## src/rtl/vga_sprite_overlay.sv

```systemverilog
// vga_sprite_overlay: overlays a bouncing solid square sprite on the background
// picture. Sync and colour leave the block through a fixed 2-clock pipeline.
// The sprite position advances once per frame, at the end of the last visible line.
// Optional build macro VGA_SPRITE_COLOR_CYCLE_EN: when defined, the sprite colour
// steps on every bounce and never becomes black.
module vga_sprite_overlay #(
    parameter int         H_VIS     = 800,
    parameter int         V_VIS     = 600,
    parameter int         BOX_SZ    = 64,
    parameter logic [2:0] BOX_COLOR = 3'b111
) (
    input  logic        clk50,
    input  logic        rst,
    input  logic [10:0] hst,
    input  logic [9:0]  vst,
    input  logic        hsync_in,
    input  logic        vsync_in,
    input  logic [2:0]  rgb_in,
    input  logic        enable,
    input  logic [3:0]  speed,
    output logic        hsync,
    output logic        vsync,
    output logic [2:0]  rgb,
    output logic        bounce
);

    // 12-bit compare arithmetic so that position + BOX_SZ cannot wrap
    localparam logic [11:0] H_VIS12 = 12'(H_VIS);
    localparam logic [11:0] V_VIS12 = 12'(V_VIS);
    localparam logic [11:0] BOX12   = 12'(BOX_SZ);
    localparam logic [11:0] H_LIM   = 12'(H_VIS - BOX_SZ);
    localparam logic [11:0] V_LIM   = 12'(V_VIS - BOX_SZ);

    // Sprite state: dir = 0 means right/down, 1 means left/up
    logic [11:0] x;
    logic [11:0] y;
    logic        dir_x;
    logic        dir_y;

    logic [11:0] hst_w;
    logic [11:0] vst_w;
    logic [11:0] spd;
    logic        vis_c;
    logic        hit_c;
    logic        upd;
    logic [13:0] step_x;
    logic [13:0] step_y;

    // Pipeline stage 1 registers
    logic        hsync_p1;
    logic        vsync_p1;
    logic [2:0]  rgb_p1;
    logic        vis_p1;
    logic        hit_p1;

    // One axis step with reflection: returns {bounced, new_dir, new_pos}.
    // Landing exactly on a limit is reported as a bounce.
    function automatic logic [13:0] step_axis(input logic [11:0] pos,
                                              input logic        dir,
                                              input logic [11:0] step,
                                              input logic [11:0] lim);
        logic [13:0] r;
        if (!dir) begin
            if (pos + step >= lim) r = {1'b1, 1'b1, lim};
            else                   r = {1'b0, 1'b0, 12'(pos + step)};
        end else begin
            if (pos <= step) r = {1'b1, 1'b0, 12'd0};
            else             r = {1'b0, 1'b1, 12'(pos - step)};
        end
        return r;
    endfunction

    assign hst_w = {1'b0, hst};
    assign vst_w = {2'b00, vst};
    assign spd   = {8'd0, speed};

    assign vis_c = (hst_w < H_VIS12) && (vst_w < V_VIS12);
    assign hit_c = enable &&
                   (hst_w >= x) && (hst_w < x + BOX12) &&
                   (vst_w >= y) && (vst_w < y + BOX12);

    // Update point lies in horizontal blanking, so no visible pixel sees a moving sprite
    assign upd = enable && (speed != 4'd0) &&
                 (hst_w == H_VIS12) && (vst_w == V_VIS12 - 12'd1);

    assign step_x = step_axis(x, dir_x, spd, H_LIM);
    assign step_y = step_axis(y, dir_y, spd, V_LIM);

    // Per-frame position update; a corner hit still yields a single bounce pulse
    always_ff @(posedge clk50 or posedge rst) begin
        if (rst) begin
            x      <= 12'd0;
            y      <= 12'd0;
            dir_x  <= 1'b0;
            dir_y  <= 1'b0;
            bounce <= 1'b0;
        end else if (upd) begin
            x      <= step_x[11:0];
            dir_x  <= step_x[12];
            y      <= step_y[11:0];
            dir_y  <= step_y[12];
            bounce <= step_x[13] | step_y[13];
        end else begin
            bounce <= 1'b0;
        end
    end

`ifdef VGA_SPRITE_COLOR_CYCLE_EN
    logic [2:0] color;

    // Advance the sprite colour on each bounce, skipping black
    always_ff @(posedge clk50 or posedge rst) begin
        if (rst) begin
            color <= BOX_COLOR;
        end else if (upd && (step_x[13] || step_y[13])) begin
            color <= (color == 3'b111) ? 3'b001 : color + 3'd1;
        end
    end
`else
    logic [2:0] color;
    assign color = BOX_COLOR;
`endif

    // Stage 1: capture syncs, background and the visibility/hit decisions
    always_ff @(posedge clk50 or posedge rst) begin
        if (rst) begin
            hsync_p1 <= 1'b0;
            vsync_p1 <= 1'b0;
            rgb_p1   <= 3'd0;
            vis_p1   <= 1'b0;
            hit_p1   <= 1'b0;
        end else begin
            hsync_p1 <= hsync_in;
            vsync_p1 <= vsync_in;
            rgb_p1   <= rgb_in;
            vis_p1   <= vis_c;
            hit_p1   <= hit_c;
        end
    end

    // Stage 2: select final colour and realign syncs with it
    always_ff @(posedge clk50 or posedge rst) begin
        if (rst) begin
            hsync <= 1'b0;
            vsync <= 1'b0;
            rgb   <= 3'd0;
        end else begin
            hsync <= hsync_p1;
            vsync <= vsync_p1;
            rgb   <= !vis_p1 ? 3'd0 : (hit_p1 ? color : rgb_p1);
        end
    end

endmodule

```

## config.mk

```make
export PLATFORM = sky130hd
export DESIGN_NAME = vga_sprite_overlay
export DESIGN_NICKNAME = d
export VERILOG_FILES = /design/src/rtl/vga_sprite_overlay.sv
export SDC_FILE = /design/constraint.sdc
export NUM_CORES = 1
export LEC_CHECK = 0
export BUFFER_PORTS_ARGS = -buffer_cell sky130_fd_sc_hd__clkbuf_2
export CAP_MARGIN = 20
export CORE_MARGIN = 2
export CORE_UTILIZATION = 55
export CTS_CLUSTER_DIAMETER = 100
export DETAILED_ROUTE_END_ITERATION = 10
export PLACE_DENSITY = 0.78
export SYNTH_ARGS = -nofsm -noshare
export SYNTH_HDL_FRONTEND = slang
export SYNTH_SLANG_ARGS = --single-unit
```

## constraint.sdc

```tcl
create_clock -name clk50 -period 2.65 [get_ports clk50]
set_input_delay 0.1325 -clock clk50 [delete_from_list [all_inputs] [get_ports clk50]]
set_output_delay 0.1325 -clock clk50 [all_outputs]
set_load 0.005 [all_outputs]
```

; ---- Word-level counts from Yosys, hierarchy flattened
; Cells that the tools add are included.
[op_classes]
eq_ne = 2
mux = 9
n_bitwise = 1
n_addsub = 6
reduce_logical = 9
magnitude_cmp = 10
[ops]
columns = operator, n
row1 = $mux 14, 6
row2 = $add 12x4->12, 2
row3 = $add 12x7->12 const B, 2
row4 = $ge 12x10->1 const B, 2
row5 = $le 12x4->1, 2
row6 = $sub 12x4->12, 2
row7 = $ge 10x12->1, 1
row8 = $ge 11x12->1, 1
row9 = $lt 10x12->1, 1
row10 = $lt 11x12->1, 1
row11 = $eq 11x10->1 const B, 1
row12 = $lt 11x10->1 const B, 1
row13 = $eq 10x10->1 const B, 1
row14 = $lt 10x10->1 const B, 1
row15 = $logic_and 1x1->1, 8
row16 = $mux 3, 2
row17 = $reduce_bool 4->1, 1
row18 = $mux 1, 1
row19 = $or 1x1->1, 1
[word_totals]
word_cells = 50
output_inout_bits = 6
ff_bits = 39

; ---- Depth between registers and ports, before layout
[logic_depth]
word_depth = 6
depth_mapped = 12
ltp_nobuf = 12

; ---- Least setup slack after synthesis
; No wires, ideal clock.
[synth_path]
path_kind = register to register
start = register y[0]
end = register y[4]
synth_period_minus_slack_ns = 2.494
stages_incl_launch_ff = 13
t_arrival_ns = 2.369
setup_time_ns = 0.125
slack_ns = 0.156
cell_sequence = dfrtp_1 inv_1 ha_1 inv_1 fa_1 a21oi_1 o21bai_1 a2111oi_4 nor2b_1 nand2_1 and3_1 o22ai_1 mux2_2
[synth_via]
elab_chain_cells = 4
elab_cells_between_ends = 7
cone_classes = 2 x add/sub / 2 x order compare / 3 x mux
[synth_rtl]
columns = element, line_no
row1 = "start, declared", 36  ; logic [11:0] y;
row2 = "start signal, assigned", 100  ; y <= step_y[11:0];
row3 = $add 12x4->12, "64, 65"
row4 = $ge 12x10->1, 64  ; if (pos + step >= lim) r = {1'b1, 1'b1, lim};
row5 = $mux 14, 64
row6 = $mux 14 (*), 63  ; if (!dir) begin
; Mark *: on every way between the ends. The rest lies on a longest branch, timed or not.
; A chain may end at the register's enable or synchronous reset.

; ---- Worst setup path after layout
[layout_path]
start = register y[0]
end = register y[2]
; Same word-level chain as after synthesis.

==> impl_metrics.json <==
{
  "ys_seq_area_share_pct": 23.84,
  "yosys_warnings": 0,
  "initial_utilization_pct": 56.75,
  "relSlewSlack_pct": 42.93,
  "first_iter_violations": 439,
  "drt-vias-per-instance": 6.384,
  "io_pins": 39,
  "diodes": 0,
  "grt_pass1_vias": 4000,
  "synthArstFlopShare_pct": 100.0,
  "power_leakage_nw": 2.147,
  "final_nets": 662,
  "cts_tree": "done",
  "synth_edf_count": 0,
  "drc_errors": 0,
  "grt_util_all_layers_pct": 29.51,
  "multi_input_area_um2": 3042,
  "die_h_um": 90.28,
  "regToRegSetupSlack_ns": 0.06,
  "cts.sinks": 39,
  "start_kind": "flop",
  "wl_um": 12190,
  "synth_area_um2": 4094,
  "core_um2": 7214,
  "required_ns": 2.90,
  "final_max_slew_viol_count": 0,
  "vias": 4309,
  "whs_ns": -0.02555,
  "crit_path_end_kind": "flop",
  "hold_violations": 18,
  "regArea_um2": 977.2,
  "r2r-start": "y[0]",
  "holdCritPathClass": "in -> async",
  "ys_ff_latch": 39,
  "syn_inst": 503,
  "fmax_mhz": 385.6,
  "rr_endpoint": "y[2]",
  "tightestPinTransition_ns": 0.8551,
  "drt_pre_antenna_iters": 6,
  "grt_setup_unrepaired": "true",
  "htreeDepth": 2,
  "drive_gt1_share_pct": 25.35,
  "fp.dieW_um": 90.28,
  "fin_crit_ns": 2.594,
  "violations": "hold timing",
  "setup_viol": 0,
  "final_cell_mix": "ha_1 (45), buf_4 (45), nand2_1 (39)",
  "crit_buf_inv": 1,
  "cts.clk_slew.worst_paths_ns": 0.09,
  "post-route-period-util_pct": 97.87,
  "root_buffer": "clkbuf_8",
  "critical_path.max_stage_delay_ns": 0.44,
  "dp_hpwl_um": 9086,
  "arrival_ns": 2.84,
  "crit_chain": "ha_2 -> inv_2 -> fa_2 -> nand2b_1 -> o21ai_2 -> and3b_1 -> o32ai_2 -> a41oi_2 -> or3_4 -> o21bai_1 -> o211a_1",
  "areaGrowthSynthToFinish_pct": 21.76,
  "avgSynthCellArea_um2": 8.139,
  "skew_ns": 0.008035,
  "worst-setup-path-type": "reg -> reg",
  "power_density_nw_per_um2": 261.2,
  "syn_nets": 590,
  "outcome": "finished with violations",
  "place_congestion": 1.006,
  "ir_drop_v": 0.0002402,
  "synthFlopType": "dfrtp_1",
  "crit_family": "compound AO/OA/AOI/OAI gates",
  "tns_ns": 0,
  "grt-ovfl-total": 0,
  "max-cap-violations": 0,
  "ant_nets": 0,
  "grt_pass1_wl_um": 19630,
  "rows": 31,
  "clockBufferDepth": 2,
  "grt_max_degree": 22,
  "die_area_um2": 8150,
  "utilization_pct": 69.09,
  "antenna_found_initial": 0,
  "numCtsBuffers": 5,
  "nFillCells": 613,
  "r2r_cells": 11,
  "crit_fanout": 4,
  "netlist-cell-type-count": 72,
  "port_buffers": 38,
  "crit_path_top_delay_cell": "or3_4",
  "worstSkewPairLatency_ns": 0.30,
  "post_drt_wl_per_cell_um": 18.06
}
==> metrics by stage <==
stage | std cells | total power [mW] | instance area (um2) | setup WS, ns
floorplan | 503 | 0.7587 | 4094 | 0.1564
detailed placement | 654 | 0.8498 | 4579 | -0.1626
CTS | 671 | 1.294 | 4802 | 0.01400
global route | 675 | 1.365 | 4985 | -0.06751
global placement | 654 | 0.8422 | 4579 | -0.1517
finish | 675 | 1.302 | 4985 | 0.05634
==> worst reg2reg max path, stage by stage, from the launching register on <==
cell and delay, ns:
dfrtp_1 0.39, ha_2 0.20, inv_2 0.04, fa_2 0.37, nand2b_1 0.11, o21ai_2 0.06
and3b_1 0.19, o32ai_2 0.23, a41oi_2 0.21, or3_4 0.44, o21bai_1 0.13, o211a_1 0.16
==> layout make-up <==
| cell class | instances | share of cell area (%) |
|---|---|---|
| Timing Repair Buffer | 89 | 12.00 |
| Sequential cell | 39 | 19.60 |
| Multi-Input combinational cell | 400 | 61.02 |
| Inverter | 40 | 3.012 |
| Clock buffer | 5 | 1.381 |
| Clock inverter | 3 | 0.5020 |
| Tap cell | 99 | 2.485 |
==> metal layers <==
layer	GRT usage, %	up-vias	wire, um
li1	-	2002	-
met1	43.18	2055	5536
met2	46.30	219	5481
met3	3.506	33	872
met4	7.949	0	301
met5	0	-	0
==> state kept, by name (all words and copies together), names as in the netlist <==
| signal | count |
|---|---|
| rgb_p1 | 3 |
| dir_y | 1 |
| bounce | 1 |
| hsync_p1 | 1 |
| y | 12 |
| hsync | 1 |
| dir_x | 1 |
| vsync_p1 | 1 |
| rgb | 3 |
| x | 12 |
| vsync | 1 |
| vis_p1 | 1 |
| hit_p1 | 1 |
==> power by group <==
group          internal, mW  leakage, nW  switching (mW)
clock                 0.189       0.0443           0.247
sequential            0.603        0.500         0.00321
combinational         0.114         1.60           0.146
total                 0.906         2.15           0.396
==> cell families (layout without fill, tap and decap cells) <==
logic type | after synthesis | after routing | synth area share, %
flops | 39 | 39 | 23.84
mux | 3 | 3 | 0.7946
xor+xnor | 14 | 14 | 2.995
fa+ha+maj | 54 | 54 | 17.24
compound gates | 173 | 173 | 28.91
simple gates | 156 | 156 | 19.47
buf+inv | 64 | 137 | 6.754
==> cells in the mapped netlist (all sizes together), types with 2 or more instances <==
| master | instances | share of area [%] |
|---|---|---|
| nor2b | 10 | 1.7 |
| nor4 | 8 | 1.4 |
| ha | 50 | 15 |
| mux2 | 2 | 0.55 |
| a21o | 8 | 1.5 |
| nand3 | 14 | 1.7 |
| a211oi | 7 | 1.3 |
| xnor2 | 12 | 2.6 |
| o21a | 7 | 1.3 |
| xor2 | 2 | 0.43 |
| nand2b | 6 | 0.92 |
| or4 | 2 | 0.37 |
| a41oi | 2 | 0.61 |
| a31oi | 4 | 0.61 |
| and3 | 2 | 0.31 |
| fa | 4 | 2.0 |
| nor2 | 31 | 2.8 |
| o31ai | 7 | 1.3 |
| nand2 | 41 | 3.8 |
| a21oi | 37 | 4.7 |
| and2 | 2 | 0.31 |
| inv | 40 | 3.7 |
| o221ai | 5 | 1.4 |
| o211ai | 6 | 1.2 |
| a221oi | 2 | 0.43 |
| or2 | 3 | 0.46 |
| dfrtp | 39 | 24 |
| nand4 | 8 | 1.2 |
| o21ai | 49 | 6.1 |
| a211o | 4 | 0.86 |
| o21bai | 4 | 0.73 |
| nor3b | 2 | 0.37 |
| a22oi | 7 | 1.3 |
| nor4b | 3 | 0.64 |
| buf | 15 | 2.3 |
| clkbuf | 9 | 0.83 |
| a2111oi | 7 | 2.0 |
| a32oi | 2 | 0.43 |
| nor3 | 18 | 2.2 |
| o22ai | 4 | 0.61 |
| o32ai | 2 | 0.61 |
==> timing repair <==
action,4_1_cts,5_1_grt
setup buffers,4,4
hold endpoints to repair,5,0
endpoints found under the setup margin,18,24
pin swaps,4,13
hold buffers,5,0
resized for setup,15,39
==> how the worst max path moves through the flow <==
stage	startpoint	depth (start not counted)	slack, ns	endpoint
floorplan	y[0]	12	0.16	y[4]
global placement	x[0]	11	-0.15	x[0]
detailed placement	x[0]	11	-0.16	x[0]
CTS	x[0]	11	0.01	x[0]
global route	y[0]	11	-0.07	y[2]
finish	y[0]	11	0.06	y[2]
Note: power is estimated with default switching activity, not from simulation.
